File: src/rtl/spi_cmd_pkg.sv
// spi_cmd_pkg: shared definitions for the SPI command queue.
//  - FSM state encoding (localparams plus the enum built on them)
//  - level_w(): width of a FIFO occupancy count that can hold 0..depth
package spi_cmd_pkg;

  localparam logic [2:0] S_IDLE  = 3'd0;
  localparam logic [2:0] S_START = 3'd1;
  localparam logic [2:0] S_WLOW  = 3'd2;
  localparam logic [2:0] S_WHIGH = 3'd3;
  localparam logic [2:0] S_GAP   = 3'd4;

  typedef enum logic [2:0] {
    ST_IDLE  = S_IDLE,
    ST_START = S_START,
    ST_WLOW  = S_WLOW,
    ST_WHIGH = S_WHIGH,
    ST_GAP   = S_GAP
  } state_e;

  function automatic int level_w(input int depth);
    return $clog2(depth) + 1;
  endfunction

endpackage

File: src/rtl/spi_cmd_fifo.sv
// spi_cmd_fifo: synchronous FIFO with registered read data.
// Ports:
//  clk, rst        clock, synchronous active-high reset
//  wr_en, wr_data  push; ignored while full
//  rd_en           pop; ignored while empty; rd_data updates on the following cycle
//  rd_data         registered head word, held until the next pop
//  full, empty     occupancy flags
//  level           words currently stored (0..DEPTH)
module spi_cmd_fifo
  import spi_cmd_pkg::*;
#(
  parameter int DATA_WIDTH = 16,
  parameter int DEPTH      = 8
) (
  input  logic                        clk,
  input  logic                        rst,
  input  logic                        wr_en,
  input  logic [DATA_WIDTH-1:0]       wr_data,
  input  logic                        rd_en,
  output logic [DATA_WIDTH-1:0]       rd_data,
  output logic                        full,
  output logic                        empty,
  output logic [level_w(DEPTH)-1:0]   level
);

  localparam int AW = $clog2(DEPTH);
  localparam int LW = level_w(DEPTH);

  logic [DATA_WIDTH-1:0] mem_q [DEPTH];
  logic [AW-1:0]         wr_ptr_q, wr_ptr_d;
  logic [AW-1:0]         rd_ptr_q, rd_ptr_d;
  logic [LW-1:0]         cnt_q, cnt_d;
  logic [DATA_WIDTH-1:0] rd_data_q, rd_data_d;
  logic                  push, pop;

  assign full    = (cnt_q == LW'(DEPTH));
  assign empty   = (cnt_q == '0);
  assign level   = cnt_q;
  assign rd_data = rd_data_q;

  always_comb begin
    push      = wr_en && !full;
    pop       = rd_en && !empty;
    // DEPTH is a power of two, so the pointers wrap for free.
    wr_ptr_d  = push ? wr_ptr_q + 1'b1 : wr_ptr_q;
    rd_ptr_d  = pop  ? rd_ptr_q + 1'b1 : rd_ptr_q;
    rd_data_d = pop  ? mem_q[rd_ptr_q] : rd_data_q;
    cnt_d     = cnt_q;
    if (push && !pop) cnt_d = cnt_q + 1'b1;
    else if (pop && !push) cnt_d = cnt_q - 1'b1;
  end

  always_ff @(posedge clk) begin
    if (rst) begin
      wr_ptr_q  <= '0;
      rd_ptr_q  <= '0;
      cnt_q     <= '0;
      rd_data_q <= '0;
    end else begin
      wr_ptr_q  <= wr_ptr_d;
      rd_ptr_q  <= rd_ptr_d;
      cnt_q     <= cnt_d;
      rd_data_q <= rd_data_d;
    end
  end

  // Storage needs no reset: a slot is only read after it has been written.
  always_ff @(posedge clk) begin
    if (push) mem_q[wr_ptr_q] <= wr_data;
  end

endmodule

File: src/rtl/spi_cmd_queue.sv
// spi_cmd_queue: command-word feeder for a mode-0 SPI master.
// Buffers command words, launches one master frame per word, watches the
// master's chip select for frame start/end and returns each received word.
// Build option: define SPI_GAP_EN to insert GAP_CYCLES idle cycles after each
// frame (longer CS-high time between words).
// Ports:
//  clk, rst            clock, synchronous active-high reset
//  wr_en, wr_data      command push (dropped while full)
//  full, level, busy   queue status; level excludes the word in flight
//  rd_valid, rd_data   one-cycle strobe with the word received in the last frame
//  err_timeout         sticky: chip select never fell after a start
//  spi_start, data_send  to the master; data_send held from pop to end of frame
//  spi_cs, data_recv   from the master
// Handshake: one spi_start pulse per popped word; the frame is considered
// accepted when spi_cs goes low and complete when spi_cs returns high, at
// which point data_recv is captured.
module spi_cmd_queue
  import spi_cmd_pkg::*;
#(
  parameter int DATA_WIDTH = 16,
  parameter int DEPTH      = 8,
  parameter int START_TO   = 8,
  parameter int GAP_CYCLES = 4
) (
  input  logic                       clk,
  input  logic                       rst,
  input  logic                       wr_en,
  input  logic [DATA_WIDTH-1:0]      wr_data,
  output logic                       full,
  output logic [level_w(DEPTH)-1:0]  level,
  output logic                       busy,
  output logic                       rd_valid,
  output logic [DATA_WIDTH-1:0]      rd_data,
  output logic                       err_timeout,
  output logic                       spi_start,
  output logic [DATA_WIDTH-1:0]      data_send,
  input  logic                       spi_cs,
  input  logic [DATA_WIDTH-1:0]      data_recv
);

  // One counter serves both the start timeout and the inter-frame gap.
  localparam int CNT_W = $clog2(START_TO + GAP_CYCLES + 1);

  state_e                state_q, state_d;
  logic [CNT_W-1:0]      cnt_q, cnt_d;
  logic                  rd_valid_q, rd_valid_d;
  logic [DATA_WIDTH-1:0] rd_data_q, rd_data_d;
  logic                  err_q, err_d;
  logic                  fifo_rd_en;
  logic                  fifo_empty;

  // The FIFO's registered head doubles as data_send: it only changes on a
  // pop, and pops happen only in IDLE, so it is stable for the whole frame.
  spi_cmd_fifo #(
    .DATA_WIDTH (DATA_WIDTH),
    .DEPTH      (DEPTH)
  ) u_fifo (
    .clk     (clk),
    .rst     (rst),
    .wr_en   (wr_en),
    .wr_data (wr_data),
    .rd_en   (fifo_rd_en),
    .rd_data (data_send),
    .full    (full),
    .empty   (fifo_empty),
    .level   (level)
  );

  always_comb begin
    state_d    = state_q;
    cnt_d      = cnt_q;
    rd_valid_d = 1'b0;
    rd_data_d  = rd_data_q;
    err_d      = err_q;
    fifo_rd_en = 1'b0;
    case (state_q)
      ST_IDLE: begin
        if (!fifo_empty && spi_cs) begin
          fifo_rd_en = 1'b1;
          state_d    = ST_START;
        end
      end
      ST_START: begin
        cnt_d   = '0;
        state_d = ST_WLOW;
      end
      ST_WLOW: begin
        if (!spi_cs) begin
          state_d = ST_WHIGH;
        end else if (cnt_q == CNT_W'(START_TO - 1)) begin
          // Master never took the frame: drop the word, no rd_valid.
          err_d   = 1'b1;
          state_d = ST_IDLE;
        end else begin
          cnt_d = cnt_q + 1'b1;
        end
      end
      ST_WHIGH: begin
        if (spi_cs) begin
          rd_data_d  = data_recv;
          rd_valid_d = 1'b1;
`ifdef SPI_GAP_EN
          cnt_d      = '0;
          state_d    = ST_GAP;
`else
          state_d    = ST_IDLE;
`endif
        end
      end
      ST_GAP: begin
`ifdef SPI_GAP_EN
        if (cnt_q == CNT_W'(GAP_CYCLES - 1)) state_d = ST_IDLE;
        else cnt_d = cnt_q + 1'b1;
`else
        state_d = ST_IDLE;
`endif
      end
      default: state_d = ST_IDLE;
    endcase
  end

  always_ff @(posedge clk) begin
    if (rst) begin
      state_q    <= ST_IDLE;
      cnt_q      <= '0;
      rd_valid_q <= 1'b0;
      rd_data_q  <= '0;
      err_q      <= 1'b0;
    end else begin
      state_q    <= state_d;
      cnt_q      <= cnt_d;
      rd_valid_q <= rd_valid_d;
      rd_data_q  <= rd_data_d;
      err_q      <= err_d;
    end
  end

  assign spi_start   = (state_q == ST_START);
  assign rd_valid    = rd_valid_q;
  assign rd_data     = rd_data_q;
  assign err_timeout = err_q;
  assign busy        = (state_q != ST_IDLE) || (level != '0);

endmodule
File: config.mk
export PLATFORM = sky130hd
export DESIGN_NAME = spi_cmd_queue
export DESIGN_NICKNAME = d
export VERILOG_FILES = /design/src/rtl/spi_cmd_pkg.sv /design/src/rtl/spi_cmd_fifo.sv /design/src/rtl/spi_cmd_queue.sv
export SDC_FILE = /design/constraint.sdc
export NUM_CORES = 1
export LEC_CHECK = 0
export BUFFER_PORTS_ARGS = -buffer_cell sky130_fd_sc_hd__buf_2
export CORE_MARGIN = 3
export CORE_UTILIZATION = 60
export CTS_BUF_LIST = sky130_fd_sc_hd__clkbuf_8
export DETAILED_ROUTE_END_ITERATION = 6
export HOLD_SLACK_MARGIN = 0.08
export PLACE_DENSITY = 0.9
export SLEW_MARGIN = 30
export SYNTH_ARGS = -nofsm -noshare
export SYNTH_HDL_FRONTEND = slang
export SYNTH_SLANG_ARGS = --single-unit
File: constraint.sdc
create_clock -name clk -period 3.9 [get_ports clk]
set_clock_uncertainty 0.15 [all_clocks]
set_input_delay 0.39 -clock clk [delete_from_list [all_inputs] [get_ports clk]]
set_output_delay 0.39 -clock clk [all_outputs]
set_load 0.02 [all_outputs]
* Word level (Yosys, flattened, before mapping) *
Memory sizes are Yosys's and may differ from the RTL's. A register that Yosys moved wholly into a read port is not among the register bits.
Cells that the tools add are included.

word-level totals
  register bits = 35
  bits in writable memories = 128
  input bits = 36
  word-level logic and storage cells = 61
  memories = 1

memory list
  memory        words  width  read ports  clocked after Yosys merged registers in  wr ports  RTL line            source
  u_fifo.mem_q  8      16     1           1                                        1         spi_cmd_fifo.sv:29  logic [DATA_WIDTH-1:0] mem_q [DEPTH];

cells by class
  add/sub/neg operators = 5
  equal/unequal tests = 10
  multiplexer cells = 15
  bitwise logic cells = 1
  reductions and logical operators = 21

operator list
  kind                 number
  $mux 4               4
  $mux 3               4
  $pmux 3 s4           1
  $reduce_and 3->1     3
  $add 4x1->4 const B  2
  $ne 2x2->1 const B   4
  $pmux 4 s2           1
  $add 3x1->3 const B  2
  $eq 3x2->1 const B   2
  $logic_and 1x1->1    5
  $mux 1               5
  $eq 4x3->1 const B   1
  $eq 4x4->1 const B   1
  $logic_not 1->1      4
  $logic_not 4->1      1
  $reduce_bool 2->1    2
  $reduce_bool 4->1    1
  $sub 4x1->4 const B  1
  $eq 3x1->1 const B   1
  $logic_not 3->1      1
  $ne 3x3->1 const B   1
  $reduce_bool 3->1    1
  $reduce_and 2->1     1
  $reduce_or 2->1      1
  other kinds (2)      2

* Longest topological paths before layout *
  word-level depth = 9
  mapped depth = 13
  depth with buffers taken out = 12

* Modules after synthesis *
From an unflattened synthesis, not the netlist that was laid out.

unflattened totals
  cells, all modules = 434
  area, all modules = 6,954.2 µm²

by module, submodules not included
  module         instances  cells an instance  area each (µm²)
  spi_cmd_fifo   1          309                5,893.2
  spi_cmd_queue  1          125                1,061.0

* Worst setup path after synthesis *
OpenSTA, ideal clock, no wires.

  path kind = register to register
  start point = register u_fifo.cnt_q[0] (netlist: u_fifo.level[0])
  end point = memory u_fifo.mem_q[0][0], enable pin
  arrival = 2,467 ps
  data required time = 3,320 ps
  path slack = 853 ps
  cell stages (with the launch flop) = 4
  path buffers = 0
  clock period less this slack = 3,047 ps
  cell sequence = dfxtp_1 or4b_1 nand2_1 nor4_1

between the ends
  longest elaborated chain between the ends = 5

ends and longest elaborated chain
  element                       RTL line            source
  start, declared               spi_cmd_fifo.sv:32  logic [LW-1:0] cnt_q, cnt_d;
  start signal, assigned        spi_cmd_fifo.sv:62  cnt_q <= cnt_d;
  $eq 4x4->1                    spi_cmd_fifo.sv:36  assign full = (cnt_q == LW'(DEPTH));
  $logic_not 1->1               spi_cmd_fifo.sv:42  push = wr_en && !full;
  $logic_and 1x1->1             spi_cmd_fifo.sv:42
  $mux 1                        spi_cmd_fifo.sv:69  if (push) mem_q[wr_ptr_q] <= wr_data;
  $mux 1 (implied by the code)  spi_cmd_fifo.sv:69
  end, declared                 spi_cmd_fifo.sv:29

No other way between the ends.

* Worst setup path after layout *
  start point = register u_fifo.cnt_q[0] (netlist: u_fifo.level[0])
  end point = register u_fifo.cnt_q[3] (netlist: u_fifo.level[3])

RTL lines
  element                      RTL line            source
  $eq 4x4->1 (*)               spi_cmd_fifo.sv:36
  $logic_not 1->1 (*)          spi_cmd_fifo.sv:42
  $logic_and 1x1->1 (*)        spi_cmd_fifo.sv:42
  via u_fifo.push              spi_cmd_fifo.sv:34  logic push, pop;
  $logic_not 1->1              spi_cmd_fifo.sv:50  else if (pop && !push) cnt_d = cnt_q - 1'b1;
  $logic_and 1x1->1            spi_cmd_fifo.sv:50
  $reduce_bool 2->1 (no line)  -

The timed path passes the listed nets; every way through them passes the cells marked *. The select of a mux whose other input is x is not followed.
A chain may end at the register's enable or synchronous reset.

==> summary.md <==
| Metric | Value |
|---|---|
| Outcome | `finished, final reports clean` |
| Area grow syn2layout | `18.4%` |
| Sw Share | `0.320` |
| Biggest area consumer among synthesized cells | `edfxtp_1` |
| GRT Overall Usage | `0.228` |
| Top_reg_cell synth | `edfxtp_1` |
| Comb pwr share | `0.277` |
| Place WS | `0.739 ns` |
| Max Cap Viol | `0` |
| Syn Nets | `489` |
| Number of enable flip-flop cells after synthesis | `128` |
| Setup TNS | `0 ns` |
| # setup viols final | `0` |
| Fin worst setup slack | `0.731 ns` |
| Post-Syn Instances | `approximately 440` |
| Final min period | `~3.2 ns` |
| Synth Area in Adders | `0.0211` |
| Synth async-reset ratio | `0` |
| Mux share of post-synthesis cell area | `0.109` |
| Clk_lat worst skew | `0.44 ns` |
| Worst-Margin Slew | `between 0.9 and 1 ns` |
| Hold WC Path Type | `primary input to flip-flop` |
| Mean Syn Cell Area | `~16 um2` |
| PortBufs | `76` |
| FMAX | `316 MHz` |
| Bufs on Longest Clock Path | `2` |
| Pin count of the biggest net entering global routing | `56` |
| Mapped cell area | `between 0.006 and 0.007 mm2` |
| First-pass GRT wire length | `22100 um` |
| Synth top cells by count | `edfxtp_1 (128), dfxtp_1 (50), nand2_1 (42)` |
| Vias | `4101` |
| Layout cells sized above 1 | `0.295` |
| CP top delay family | `simple AND/OR/NAND/NOR gates` |
| Clk slew on worst S/H paths | `0.09 ns` |
| Peak VDD IR | `around 580 uV` |
| Nets | `about 600` |
| Post-cts sizing count | `0` |
| Full die area | `0.0128 mm2` |
| Total Routed Length | `14000 um` |
| Post-DP Area | `about 0.0074 mm2` |
| Post-synthesis xor/xnor area fraction | `0.00763` |
| Die W | `~110 um` |
| Antenna viol nets, final | `0` |
| Yosys reg bits | `178` |
| Drt pass-1 iters | `4` |
| Initial Utilization | `0.625` |
| Largest family of logic cells by synthesized area | `multiplexers` |
| Top-count cell post-synth | `edfxtp_1` |
| Critical Path AT | `3.35 ns` |
| RSZ-0062 raised after global routing | `no` |
| Cell Chain, Critical Path | `or4b_1, nand2_1, inv_2, ha_1, inv_1, ha_1, a21oi_1, a211oi_1, a31oi_1, mux2_2` |
| Tot Pwr | `0.00507 W` |
| Rows | `38` |
| Max incr delay on CP | `0.61 ns` |
| Startpoint types | `flip-flop` |
| NetSw | `around 0.0016 W` |
| Sequential Power Share | `0.477` |
| Antenna violations before repair | `0` |
| # clock sinks | `178` |
| Synth Area in Simple Gates | `0.0897` |
| Finished Cell Area | `approximately 0.0082 mm2` |
| Critical Path Slowest Stage Cell | `or4b_1` |
| # hold bufs at CTS | `32` |
| Yosys Warn Count | `0` |
| Setup Fix Bufs, Post-CTS | `0` |
| CP Buf/Inv Count | `2` |
| CTS tree | `built` |
| Leakage | `2.88 nW` |
| Most frequent cell on the critical path | `ha_1` |
| Hpwl dp | `8350 um` |
| Fin crit share | `0.812` |
| Number of library cell types mapped by synthesis | `44` |
| DR vias/cell | `around 5.8` |
| Fillers | `639` |
| CTS Buf Count | `17` |
| Fin util | `0.739` |
| Final hold vios | `0` |
| Critical Path RT | `between 4 and 5 ns` |
| Total core area | `0.0110 mm2` |
| Clock Tree Root | `clkbuf_8` |
| I/O pin count | `77` |
| Max-slew headroom | `0.357` |
| Internal | `0.00345 W` |
| CTS H-tree depth | `4` |
| CP Class | `flip-flop to flip-flop` |
| Critical path endpoint category | `flip-flop` |
| Gr ovfl total | `0` |
| Sequential-to-total area share from yosys stat | `0.703` |
| Vias in the first global route | `approximately 4300` |
| Synth top area share | `0.558` |
| Final routed DRC violation total | `0` |
| Ranking of synthesized cells by area | `edfxtp_1 (56%), dfxtp_1 (15%), mux4_2 (10%), nand2_1 (2.3%), ha_1 (1.8%)` |
| CP max FO | `7` |
| Slew Limit Fails | `0` |
| Number of diodes | `0` |
| Area fraction in compound gates after synthesis | `0.0440` |
| Die height | `113 um` |
| Wire length per cell | `19.9 um` |
| DR iter-0 viols | `298` |
| Routability Congestion | `0.772` |
| Clock power share | `0.246` |
| Pwr/cell area | `622 mW/mm2` |
## flip-flops by register name, indices dropped and copies added (netlist names)
register	count
u_fifo.rd_data	16
u_fifo.mem_q	128
rd_valid	1
u_fifo.rd_ptr_q	3
state_q	2
u_fifo.level	4
err_timeout	1
u_fifo.wr_ptr_q	3
cnt_q	4
rd_data	16
## tightest hold or removal path, stage by stage
cell     delay [ns]
buf_2          0.11
nand3_1        0.08
xor2_1         0.06
nor2_1         0.07
## power groups by stage
stage / Clock, W / Combinational, W / Sequential [W]
after floorplan: 0 / 0.00101 / 0.00247
after global placement: 0 / 0.00131 / 0.00244
after detailed placement: 0 / 0.00138 / 0.00246
after CTS: 0.00127 / 0.00141 / 0.00242
after global routing: 0.00134 / 0.00154 / 0.00245
final: 0.00125 / 0.00141 / 0.00242
## worst paths after layout
check                                     start                  to  slack, ns  cells after the start
worst max-delay path            u_fifo.level[0]     u_fifo.level[3]       0.73                     10
worst min-delay path                      wr_en  u_fifo.wr_ptr_q[2]       0.16                      4
worst max register to register  u_fifo.level[0]     u_fifo.level[3]       0.73                     10
worst min register to register       rd_data[8]          rd_data[8]       0.30                      2
## final cells by class
class | instances | area [um2] | share of cell area
Tap cell | 140 | 175 | 0.0215
Clock buffer | 18 | 248 | 0.0304
Multi-Input combinational cell | 230 | 1920 | 0.235
Sequential cell | 178 | 4850 | 0.594
Inverter | 11 | 41.3 | 0.00506
Clock inverter | 14 | 153 | 0.0187
Timing Repair Buffer | 116 | 774 | 0.0950
## placed cells by master, fill, tap and decap left out, drive strengths merged, types with 10 or more instances in the layout
cell type    synthesis  routed
a21oi               23      23
clkbuf              10      18
nor3                21      21
ha                  10      10
buf                 13      84
dfxtp               50      50
inv                 11      16
nor2                35      35
edfxtp             128     128
nand2               42      42
mux4                32      32
o22ai               17      17
dlygate4sd3          0      32
## cells by family after synthesis
kind of cell             Yosys count
buffers and inverters             34
AO/OA/AOI/OAI                     53
flip-flops                       178
AND/OR/NAND/NOR                  125
multiplexers                      35
XOR/XNOR                           6
adder cells (fa/ha/maj)           11
## through the flow
| stage | hold WS, ns | cells |
|---|---|---|
| 2_1_floorplan | 0.306 | 442 |
| 3_3_place_gp | 0.289 | 641 |
| 3_5_place_dp | 0.298 | 641 |
| 4_1_cts | 0.145 | 705 |
| 5_1_grt | 0.211 | 707 |
| 6_report | 0.158 | 707 |
## metal layers
metal	up-vias	track usage	wire, um
met1	2048	0.281	5630
met2	130	0.402	7490
met5	-	0	0
met3	20	0.0567	708
li1	1903	-	-
met4	0	0.0689	212
(Power assumes the default switching activity.)
